==> config.mk <==
export PLATFORM = sky130hd
export DESIGN_NAME = arb_req_source
export DESIGN_NICKNAME = d
export VERILOG_FILES = /design/src/rtl/arb_pkg.sv /design/src/rtl/arb_req_source_chk.sv /design/src/rtl/onehot_to_bin.sv /design/src/rtl/arb_req_source.sv
export SDC_FILE = /design/constraint.sdc
export NUM_CORES = 1
export LEC_CHECK = 0
export ABC_AREA = 1
export CAP_MARGIN = 20
export CORE_ASPECT_RATIO = 0.5
export CORE_UTILIZATION = 45
export DETAILED_ROUTE_END_ITERATION = 12
export GPL_ROUTABILITY_DRIVEN = 0
export MAX_ROUTING_LAYER = met4
export PLACE_DENSITY_LB_ADDON = 0.05
export SLEW_MARGIN = 15
export SYNTH_ARGS = -nofsm -noshare
export SYNTH_HDL_FRONTEND = slang
export SYNTH_HIERARCHICAL = 1
export SYNTH_SLANG_ARGS = --single-unit
==> constraint.sdc <==
create_clock -name clk -period 6.2 [get_ports clk]
set_clock_uncertainty 0.1 [all_clocks]
set_input_delay 1.24 -clock clk [delete_from_list [all_inputs] [get_ports clk]]
set_output_delay 1.24 -clock clk [all_outputs]
set_load 0.02 [all_outputs]
==> src/rtl/arb_pkg.sv <==
// Shared types and helpers for the arbiter requester block: index-width
// derivation, one-hot detection and the grant error-cause encoding.
package arb_pkg;

  localparam int ARB_MAX_N = 1024;
  localparam logic [ARB_MAX_N-1:0] ARB_ONE = {{(ARB_MAX_N-1){1'b0}}, 1'b1};

  typedef enum logic [1:0] {
    ERR_NONE  = 2'd0,
    ERR_MULTI = 2'd1,
    ERR_IDLE  = 2'd2
  } err_cause_e;

  function automatic int idx_w(input int n);
    return (n <= 1) ? 1 : $clog2(n);
  endfunction

  // Caller zero-extends its vector to ARB_MAX_N bits.
  function automatic logic is_onehot(input logic [ARB_MAX_N-1:0] v);
    logic [ARB_MAX_N-1:0] v_m1;
    v_m1 = v - ARB_ONE;
    return (v != '0) && ((v & v_m1) == '0);
  endfunction

endpackage

==> src/rtl/arb_req_source_chk.sv <==
// Invariant checks for arb_req_source; observes ports only.
module arb_req_source_chk #(
  parameter int N = 32
) (
  input logic         clk,
  input logic         reset,
  input logic [N-1:0] req_o,
  input logic [N-1:0] full_o,
  input logic         ovf_o,
  input logic         clr_i
);

  a_full_implies_req: assert property (@(posedge clk) disable iff (!reset)
    ((full_o & ~req_o) == '0));

  a_ovf_sticky: assert property (@(posedge clk) disable iff (!reset)
    (ovf_o && !clr_i) |=> ovf_o);

endmodule

==> src/rtl/onehot_to_bin.sv <==
// One-hot to binary index encoder, purely combinational.
// A zero input encodes to index 0.
module onehot_to_bin
  import arb_pkg::*;
#(
  parameter int N = 32,
  localparam int IDX_W = idx_w(N)
) (
  input  logic [N-1:0]     oh_i,
  output logic [IDX_W-1:0] bin_o
);

  // OR together the indices of all set bits.
  always_comb begin
    bin_o = '0;
    for (int k = 0; k < N; k++) begin
      if (oh_i[k]) begin
        bin_o = bin_o | IDX_W'(k);
      end else begin
        bin_o = bin_o;
      end
    end
  end

endmodule

==> src/rtl/arb_req_source.sv <==
// Requester side of a single-cycle arbiter: saturating per-client pending
// counters, grant consumption and protocol checks. Optional grant statistics
// counter is enabled with ARB_REQ_SOURCE_STATS_EN.
module arb_req_source
  import arb_pkg::*;
#(
  parameter int N = 32,
  parameter int CNT_W = 4,
  localparam int IDX_W = idx_w(N)
) (
  input  logic             clk,
  input  logic             reset,
  input  logic [N-1:0]     push_i,
  input  logic             clr_i,
  output logic [N-1:0]     req_o,
  input  logic [N-1:0]     gnt_i,
  output logic             gnt_valid_o,
  output logic [IDX_W-1:0] gnt_idx_o,
  output logic [N-1:0]     full_o,
  output logic             ovf_o,
`ifdef ARB_REQ_SOURCE_STATS_EN
  output logic [15:0]      gnt_cnt_o,
`endif
  output logic             err_o
);

  localparam logic [CNT_W-1:0] CNT_MAX = {CNT_W{1'b1}};
  localparam logic [CNT_W-1:0] CNT_ONE = CNT_W'(1);

  logic [CNT_W-1:0]     cnt_q [N];
  logic [CNT_W-1:0]     cnt_d [N];
  logic                 gnt_valid_q, gnt_valid_d;
  logic [IDX_W-1:0]     gnt_idx_q, gnt_idx_d;
  logic                 ovf_q, ovf_d;
  logic                 err_q, err_d;
`ifdef ARB_REQ_SOURCE_STATS_EN
  logic [15:0]          gnt_cnt_q, gnt_cnt_d;
`endif

  logic [ARB_MAX_N-1:0] gnt_ext_s;
  logic                 gnt_onehot_s;
  logic                 legal_s;
  logic                 err_evt_s;
  logic                 ovf_evt_s;
  logic [N-1:0]         dec_s;
  logic [IDX_W-1:0]     gnt_bin_s;

  // Status decode straight from the counter registers.
  always_comb begin
    req_o  = '0;
    full_o = '0;
    for (int k = 0; k < N; k++) begin
      req_o[k]  = (cnt_q[k] != '0);
      full_o[k] = (cnt_q[k] == CNT_MAX);
    end
  end

  onehot_to_bin #(.N(N)) u_enc (
    .oh_i  (gnt_i),
    .bin_o (gnt_bin_s)
  );

  // Classify the incoming grant; only a one-hot grant to a requester counts.
  always_comb begin
    gnt_ext_s        = '0;
    gnt_ext_s[N-1:0] = gnt_i;
    gnt_onehot_s     = is_onehot(gnt_ext_s);
    legal_s          = gnt_onehot_s && ((gnt_i & req_o) != '0);
    err_evt_s        = (gnt_i != '0) && !legal_s;
    if (legal_s) begin
      dec_s = gnt_i;
    end else begin
      dec_s = '0;
    end
  end

  // Saturating counter update; a same-cycle decrement makes room for a push.
  always_comb begin
    ovf_evt_s = 1'b0;
    for (int k = 0; k < N; k++) begin
      cnt_d[k] = cnt_q[k];
      if (push_i[k] && !dec_s[k]) begin
        if (cnt_q[k] == CNT_MAX) begin
          ovf_evt_s = 1'b1;
        end else begin
          cnt_d[k] = cnt_q[k] + CNT_ONE;
        end
      end else if (dec_s[k] && !push_i[k]) begin
        cnt_d[k] = cnt_q[k] - CNT_ONE;
      end else begin
        cnt_d[k] = cnt_q[k];
      end
    end
  end

  // Grant report and sticky flags; a new event beats a clear.
  always_comb begin
    gnt_valid_d = legal_s;
    if (legal_s) begin
      gnt_idx_d = gnt_bin_s;
    end else begin
      gnt_idx_d = gnt_idx_q;
    end
    ovf_d = ovf_evt_s | (ovf_q & ~clr_i);
    err_d = err_evt_s | (err_q & ~clr_i);
`ifdef ARB_REQ_SOURCE_STATS_EN
    if (legal_s) begin
      gnt_cnt_d = gnt_cnt_q + 16'd1;
    end else begin
      gnt_cnt_d = gnt_cnt_q;
    end
`endif
  end

  // State registers with synchronous active-low reset.
  always_ff @(posedge clk) begin
    if (!reset) begin
      for (int k = 0; k < N; k++) begin
        cnt_q[k] <= '0;
      end
      gnt_valid_q <= 1'b0;
      gnt_idx_q   <= '0;
      ovf_q       <= 1'b0;
      err_q       <= 1'b0;
`ifdef ARB_REQ_SOURCE_STATS_EN
      gnt_cnt_q   <= 16'd0;
`endif
    end else begin
      for (int k = 0; k < N; k++) begin
        cnt_q[k] <= cnt_d[k];
      end
      gnt_valid_q <= gnt_valid_d;
      gnt_idx_q   <= gnt_idx_d;
      ovf_q       <= ovf_d;
      err_q       <= err_d;
`ifdef ARB_REQ_SOURCE_STATS_EN
      gnt_cnt_q   <= gnt_cnt_d;
`endif
    end
  end

  assign gnt_valid_o = gnt_valid_q;
  assign gnt_idx_o   = gnt_idx_q;
  assign ovf_o       = ovf_q;
  assign err_o       = err_q;
`ifdef ARB_REQ_SOURCE_STATS_EN
  assign gnt_cnt_o   = gnt_cnt_q;
`endif

  arb_req_source_chk #(.N(N)) u_chk (
    .clk    (clk),
    .reset  (reset),
    .req_o  (req_o),
    .full_o (full_o),
    .ovf_o  (ovf_o),
    .clr_i  (clr_i)
  );

endmodule

# After elaboration in Yosys (flattened, before gate mapping)
# Memory sizes are Yosys's and may differ from the RTL's.
# Index checks and enable logic that the tools add are counted.
# Widths: inputs -> output; s select.
[word_totals]
register_bits = 8
latchBits = 0
ramBits = 128
romBits = 0
out_inout_bits = 72
word_cells = 630
memories = 1
[mem_list]
columns = ["memory", "words", "word_bits", "rd", "rd_ports_with_merged_regs", "write_ports", "line", "source"]
rows = [
  ["cnt_q", 32, 4, 32, 0, 32, "arb_req_source.sv:30", "logic [CNT_W-1:0] cnt_q [N];"],
]
[classes]
add_sub_neg = 65
multipliers = 0
div_mod_pow = 0
order_cmp = 0
n_eq_ne = 32
shifts = 0
muxes = 322
bitwise_logic = 39
n_reduce_logical = 167
[op_table]
columns = ["op", "n"]
rows = [
  ["$and 32x1024->1024", 1],
  ["$logic_not 1024->1", 1],
  ["$mux 4", 200],
  ["$add 4x1->4 const B", 32],
  ["$eq 4x4->1 const B", 32],
  ["$reduce_bool 4->1", 32],
  ["$sub 4x1->4 const B", 32],
  ["$mux 1", 99],
  ["$mux 5", 16],
  ["$logic_and 1x1->1", 67],
  ["$logic_not 1->1", 65],
  ["$reduce_bool 32->1", 2],
  ["$or 1x1->1", 34],
  ["$sub 32x1->33 const B", 1],
  ["$and 32x32->32", 1],
  ["$mux 32", 1],
  ["$mux 3", 4],
  ["$mux 2", 2],
  ["$and 1x1->1", 2],
  ["$not 1->1", 1],
]

# Logic depth before layout (Yosys ltp)
# Gate-level depths: netlist of the first run.
[depth]
depth_word = 104
mapped_depth = 23
depth_no_buf = 23

# By module
# The synthesis of the first run kept the hierarchy.
[by_module_without_submodules]
columns = ["module", "n_inst", "cells_each", "area_per_inst_um2"]
rows = [
  ["arb_req_source", 1, 1460, 9902.0],
  ["onehot_to_bin", 1, 57, 226.5],
]

# Worst setup path after synthesis of the first run
# No wires, ideal clock.
[synth_timing]
path_type = "input to register"
start = "input port gnt_i[5]"
end = "memory cnt_q[29][3], in the netlist cnt_q[1][55]"
arrival_time_ns = 3.713
required_ns = 5.987
path_slack_ns = 2.274
path_stages = 21
path_cell_list = "nor2_2 > nand2_1 > nor2_2 > nand2_1 > o21ai_1 > nand2_1 > nor2_1 > nand2_1 > nor2_2 > buf_4 > buf_6 > nand3_1 > nand2_1 > ha_1 > a21o_1 > a31oi_1 > xor2_1 > nor2_1 > nand2_1 > nand2_1 > nor2_1"
[synth_lines]
columns = ["element", "line", "source"]
rows = [
  ["start: declaration", "arb_req_source.sv:16", "input logic [N-1:0] gnt_i,"],
  ["end: declaration", "arb_req_source.sv:30", ""],
]

==> reports/summary.txt, run 1 <==
status: complete, no violations
area grow syn2layout: 22.9%
async set-reset flop share out of synthesis: 0%
sequential share of the synthesized area: 26.9%
core area: 21,900 µm²
largest cells by area after synthesis: dfxtp_1 27%, nand2_1 10%, a21oi_1 8.4%
Via density: 5.36
port bufs: 138
HP Class: flip-flop to flip-flop
number of synthesized flops with an enable pin: 0
Cell Chain, Critical Path: clkdlybuf4s50_1 -> nor2_1 -> nand2_1 -> nor2_1 -> nand2_1 -> o21ai_1 -> nand2_1 -> nor2_1 -> nand2_1 -> nor2_2 -> nand2_2 -> inv_2 -> nand2_1 -> nand2_1 -> ha_1 -> a21oi_1 -> inv_1 -> a21oi_1 -> o21ai_0 -> and3_1 -> nor3_1
Via Count: 10,575
WP data arrival: 5.27 ns
startpoint types: primary input
Fmax: 0.200 GHz
hpwl dp: 23,300 µm
cell row count: 38
grt total ovfl: 0
max-cap violations: 0
drt pass-1 iters: 6
Critical Path Most Common Cell: nand2_1
final period utilization: 80.8%
mapped cell area: 10,100 µm²
PD cells: 234 nW/µm²
io pins: 139
Root Buffer: clkbuf_16
final antenna-violating net count: 0
post-cts gate resize count: 0
CTS Sinks: 136
Critical Path Fanout Max: 11
final hold viol count: 0
maximum clock path buffer count: 2
first-pass GRT wire length: 48,500 µm
largest net degree at the start of global routing: 96
leading area contributor after synthesis: dfxtp_1
Worst-Margin Slew: 1.12 ns
fraction of layout instances using a drive strength above 1: 4.36%
vias in the first global route: 9,732
Slew headroom: 24.8%
Critical Path Sink Type: flip-flop
Initial Util: 46.3%
fin crit period: 5.01 ns
Die Ht: 108 µm
syn nets: 1,680
leakage: 5.63 nW
initial antenna violation count: 0
Total Routing Usage GR: 27.3%
CTS tree: done
Post-Synthesis Cells: 1,517
cts bufs inserted: 17
# setup viols final: 0
fin cells: 1,973
die area: 23,100 µm²
Synth cell types: 36
Core Util, Final: 56.9%
Setup Total Neg Slack: 0 ns
clk_lat worst skew: 0.44 ns
DR WL/cell: 15.3 µm
H-tree lvl count: 4
synthesized area per cell: 6.68 µm²
final wirelength: 30,200 µm
Slowest-stage cell, CP: clkdlybuf4s50_1
Main synth FF type: dfxtp_1
area share of the largest cell type after synthesis: 26.9%
die width: 214 µm
setup repair bufs after CTS: 0
kind of critical path: primary input to flip-flop
Worst-path clk slew: 0.06 ns
n_diodes: 0
PnR Total Power: 2.92 mW
top-count cell post-synth: nand2_1
Seq cells post-synth: 136
Residual DRC: 0
Post-CTS Hold Buffers: 0
Critical Path RT: 6.46 ns
Max Slew Vio Count: 0
RSZ-0062 raised after global routing: false
synth warn: 6
Slowest Stage Delay on Critical Path: 0.66 ns
DR iter-0 viols: 998
peak supply drop: 202 µV
top cells by count, synth: 273 x nand2_1, 218 x nor2_1, 169 x a21oi_1
Placed Instances: 1,941
fin nets: 1,823
reg-to-reg slack, setup: 2.61 ns
## where the power goes
group	switching (mW)	leakage (nW)	internal (mW)
combinational	0.454	4.21	0.344
sequential	0.105	1.13	0.967
clock	0.396	0.291	0.650
total	0.954	5.63	1.96
## layout by cell type, fill, tap and decap left out, types with 2 or more instances in the layout
cell type        count
nand2_2              6
fa_1                32
clkbuf_1             4
a31oi_1              4
buf_4                5
dfxtp_1            136
nor3_1               8
clkbuf_16           17
clkdlybuf4s50_1    137
inv_2                9
nand3_1             88
o21ai_0            118
nor2_2               8
a21o_1               7
nand2_1            273
buf_12               2
nor4_1               5
nand4_1             37
nand3b_1            13
o21ai_1             64
nor2_1             218
clkinv_2             5
xor2_1               7
xnor2_1             33
a21oi_1            169
inv_1              153
clkbuf_8             2
or2_0                8
nor2_4               3
bufinv_16            3
ha_1                64
or2_2               11
or2_1               15
## flip-flops by register name, summed over array words and instances, names as in the netlist
signal,cells
gnt_idx_o,5
ovf_o,1
err_o,1
cnt_q,128
gnt_valid_o,1
## cells by family (layout without fill, tap and decap cells)
kind of cell,Yosys count,after routing,share of synthesized area (%)
buffers and inverters,184,340,7.07
XOR/XNOR,40,40,3.46
AND/OR/NAND/NOR,695,695,29.9
AO/OA/AOI/OAI,366,366,18.4
adder cells (fa/ha/maj),96,96,14.2
flip-flops,136,136,26.9
## through the flow
step,cell area [µm²],hold WS (ns),worst slack (ns)
final,12400,0.373,1.19
after global routing,12400,0.388,0.777
after CTS,12400,0.378,1.25
after detailed placement,11900,0.370,0.822
after global placement,11900,0.365,0.953
after floorplan,10100,0.352,2.27
## worst max-delay path: cells and delay by family
kind	cells	cell delay [ns]
buffers and inverters	3	0.91
adder cells (fa/ha/maj)	1	0.25
AO/OA/AOI/OAI	4	0.63
AND/OR/NAND/NOR	13	2.24
## path summary, 6_finish.rpt
kind | startpoint | end | cells after the start
worst max-delay path | gnt_i[15] | cnt_q[1][3]$_SDFFE_PN0P_ | 21
worst min-delay path | err_o$_SDFF_PN0_ | err_o$_SDFF_PN0_ | 2
worst max register to register | cnt_q[0][61]$_SDFFE_PN0P_ | cnt_q[0][55]$_SDFFE_PN0P_ | 19
worst min register to register | err_o$_SDFF_PN0_ | err_o$_SDFF_PN0_ | 2
## area by class of cell
cell class              instances  area, µm²
repair buffers                145       1450
well taps                     300        375
flip-flops and latches        136       2720
fillers                      2110       9430
inverters                     163        612
multi-input cells            1197       6690
clock buffers                  23        468
clock inverters                 9        123
## metal layers
metal  track usage (%)  up-vias  wire [µm]
met5                 -        -          0
met4              9.90        0        682
met3              5.46       60       2100
met2              40.8      349      12900
met1              36.7     4815      14500
li1                  -     5351          -
(Power assumes the default switching activity.)
==> run 2, diff against run 1 <==
- clock period: 6.2 -> 5.15 ns (I/O delays scaled with it)
==> run 2 against run 1 <==
Effect of this change:
- hold slack better by 0.0054 ns
- core utilization up 0.42 points
- cell area up 0.73%
- die area unchanged
- clock power up 15%
- wire length up 0.57%
- non-clock buffer count up 17
- largest cell class unchanged
==> reports/summary.txt, run 2 (synthesis results as in run 1) <==
setup repair bufs after CTS: 0 (unchanged)
Switching Power: 1.16 mW (was 0.954 mW)
Cell Chain, Critical Path: clkdlybuf4s50_1 -> nor2_1 -> nand2_2 -> nor2_2 -> nand2_1 -> o21ai_1 -> nand2_1 -> nor2_1 -> nand2_1 -> nor2_4 -> buf_4 -> nand3_1 -> nand2_1 -> ha_1 -> a21o_1 -> a31oi_1 -> xor2_1 -> nor2_1 -> nand2_1 -> nand2_1 -> nor2_1 (was clkdlybuf4s50_1 -> nor2_1 -> nand2_1 -> nor2_1 -> nand2_1 -> o21ai_1 -> nand2_1 -> nor2_1 -> nand2_1 -> nor2_2 -> nand2_2 -> inv_2 -> nand2_1 -> nand2_1 -> ha_1 -> a21oi_1 -> inv_1 -> a21oi_1 -> o21ai_0 -> and3_1 -> nor3_1)
Critical Path Fanout Max: 16 (was 11)
final wirelength: 30,300 µm (was 30,200 µm)
sequential share of power: 37.2% (was 36.8%)
area grow syn2layout: 23.8% (was 22.9%)
hold_ws: 0.378 ns (was 0.373 ns)
most frequent cells in the layout: 273 x nand2_1, 218 x nor2_1, 169 x a21oi_1, 153 x inv_1, 137 x clkdlybuf4s50_1 (unchanged)
maximum clock path buffer count: 2 (unchanged)
RSZ-0062 raised after global routing: false (unchanged)
startpoint types: primary input (unchanged)
post-cts gate resize count: 0 (unchanged)
Critical Path Most Common Cell: nand2_1 (unchanged)
core area: 21,900 µm² (unchanged)
H-tree lvl count: 4 (unchanged)
io pins: 139 (unchanged)
DR WL/cell: 15.3 µm (about the same)
Worst-Margin Slew: 0.809 ns (was 1.12 ns)
Comb power frac: 27.9% (was 27.4%)
cts bufs inserted: 17 (unchanged)
sw frac: 33.3% (was 32.7%)
Critical Path Sink Type: flip-flop (unchanged)
DR iter-0 viols: 951 (was 998)
die width: 214 µm (unchanged)
max FFs per register: 128 (unchanged)
WP buf/inv: 2 (was 3)
drt pass-1 iters: 6 (unchanged)
Critical Path RT: 5.38 ns (was 6.46 ns)
HP Class: flip-flop to flip-flop (unchanged)
Die Ht: 108 µm (unchanged)
Power Internal: 2.32 mW (was 1.96 mW)
CTS tree: done (unchanged)
fin crit period: 4.59 ns
Via Count: 10,669 (was 10,575)
die area: 23,100 µm² (unchanged)
Biggest register: cnt_q (unchanged)
grt total ovfl: 0 (unchanged)
Initial Util: 46.3% (unchanged)
Setup Total Neg Slack: 0 ns (unchanged)
Slowest Stage Delay on Critical Path: 0.55 ns (was 0.66 ns)
clk_lat worst skew: 0.44 ns (about the same)
leakage: 5.69 nW (was 5.63 nW)
Post-CTS Hold Buffers: 0 (unchanged)
CTS Sinks: 136 (unchanged)
WP data arrival: 4.83 ns (was 5.27 ns)
vias in the first global route: 9,912 (was 9,732)
final hold viol count: 0 (unchanged)
Fmax: 0.218 GHz
kind of critical path: primary input to flip-flop (unchanged)
CP top delay family: simple AND/OR/NAND/NOR gates (unchanged)
max-cap violations: 0 (unchanged)
first-pass GRT wire length: 49,200 µm (was 48,500 µm)
# setup viols final: 0 (unchanged)
leading cell type in the layout, fill and taps excluded: nand2_1 (unchanged)
PD cells: 277 nW/µm² (was 234 nW/µm²)
final antenna-violating net count: 0 (unchanged)
fraction of layout instances using a drive strength above 1: 5.33% (was 4.36%)
hpwl dp: 24,000 µm (was 23,300 µm)
port bufs: 138 (unchanged)
dpl ws: 0.210 ns (was 0.822 ns)
Max Slew Vio Count: 0 (unchanged)
Slowest-stage cell, CP: clkdlybuf4s50_1 (unchanged)
Worst-path clk slew: 0.06 ns (about the same)
number of fill cells: 2,068 (was 2,110)
Total Routing Usage GR: 27.7% (was 27.3%)
cell row count: 38 (unchanged)
Via density: 5.36 (about the same)
final period utilization: 89.2%
Slew headroom: 46.0% (was 24.8%)
peak supply drop: 233 µV (was 202 µV)
initial antenna violation count: 1 (was 0)
status: complete, no violations (unchanged)
largest net degree at the start of global routing: 67 (was 96)
Residual DRC: 0 (unchanged)
worst setup margin: 0.556 ns (was 1.19 ns)
clock power share: 34.9% (was 35.9%)
Root Buffer: clkbuf_16 (unchanged)
fin nets: 1,840 (was 1,823)
[run 2: power by group through the flow]
stage / Clock, mW / Combinational [mW] / Sequential (mW)
after global placement: 0 / 0.933 / 1.31
after CTS: 1.23 / 0.967 / 1.29
after floorplan: 0 / 0.623 / 1.28
after detailed placement: 0 / 0.958 / 1.31
final: 1.21 / 0.969 / 1.29
after global routing: 1.28 / 1.09 / 1.31
[run 2: metrics by stage]
step / power (mW) / utilization, % / std cells / cell area, µm²
2_1_floorplan: 1.91 / - / 1517 / 10100
3_3_place_gp: 2.24 / 54.7 / 1958 / 12000
3_5_place_dp: 2.27 / 54.7 / 1958 / 12000
4_1_cts: 3.49 / 57.3 / 1989 / 12500
5_1_grt: 3.69 / 57.3 / 1990 / 12500
6_report: 3.47 / 57.3 / 1990 / 12500
[run 2: worst paths after layout]
path	end	slack, ns	from	cells after the start
hold / removal	cnt_q[0][59]$_SDFFE_PN0P_	0.38	cnt_q[0][59]$_SDFFE_PN0P_	2
hold reg to reg	cnt_q[0][59]$_SDFFE_PN0P_	0.38	cnt_q[0][59]$_SDFFE_PN0P_	2
setup reg to reg	cnt_q[1][27]$_SDFFE_PN0P_	1.69	cnt_q[1][8]$_SDFFE_PN0P_	19
setup / recovery	cnt_q[1][27]$_SDFFE_PN0P_	0.56	gnt_i[2]	21
[run 2: cell type report]
class | instances | area [µm²] | area share (%)
Multi-Input combinational cell | 1197 | 6690 | 53.4
Sequential cell | 136 | 2720 | 21.7
Timing Repair Buffer | 162 | 1570 | 12.5
Inverter | 163 | 612 | 4.88
Clock buffer | 22 | 464 | 3.70
Tap cell | 300 | 375 | 2.99
Clock inverter | 9 | 100 | 0.798
Antenna cell | 1 | 2.50 | 0.0200
[run 2: metal layers]
| layer | vias up | global-route usage, % | wire, µm |
|---|---|---|---|
| met2 | 318 | 41.4 | 12900 |
| met3 | 51 | 5.57 | 2220 |
| met5 | - | - | 0 |
| li1 | 5390 | - | - |
| met4 | 0 | 10.5 | 669 |
| met1 | 4910 | 36.8 | 14600 |
[run 2: worst min-delay path, cell delays in order (launching register included)]
cell     delay (ns)
dfxtp_1        0.32
inv_1          0.06
a21oi_1        0.05
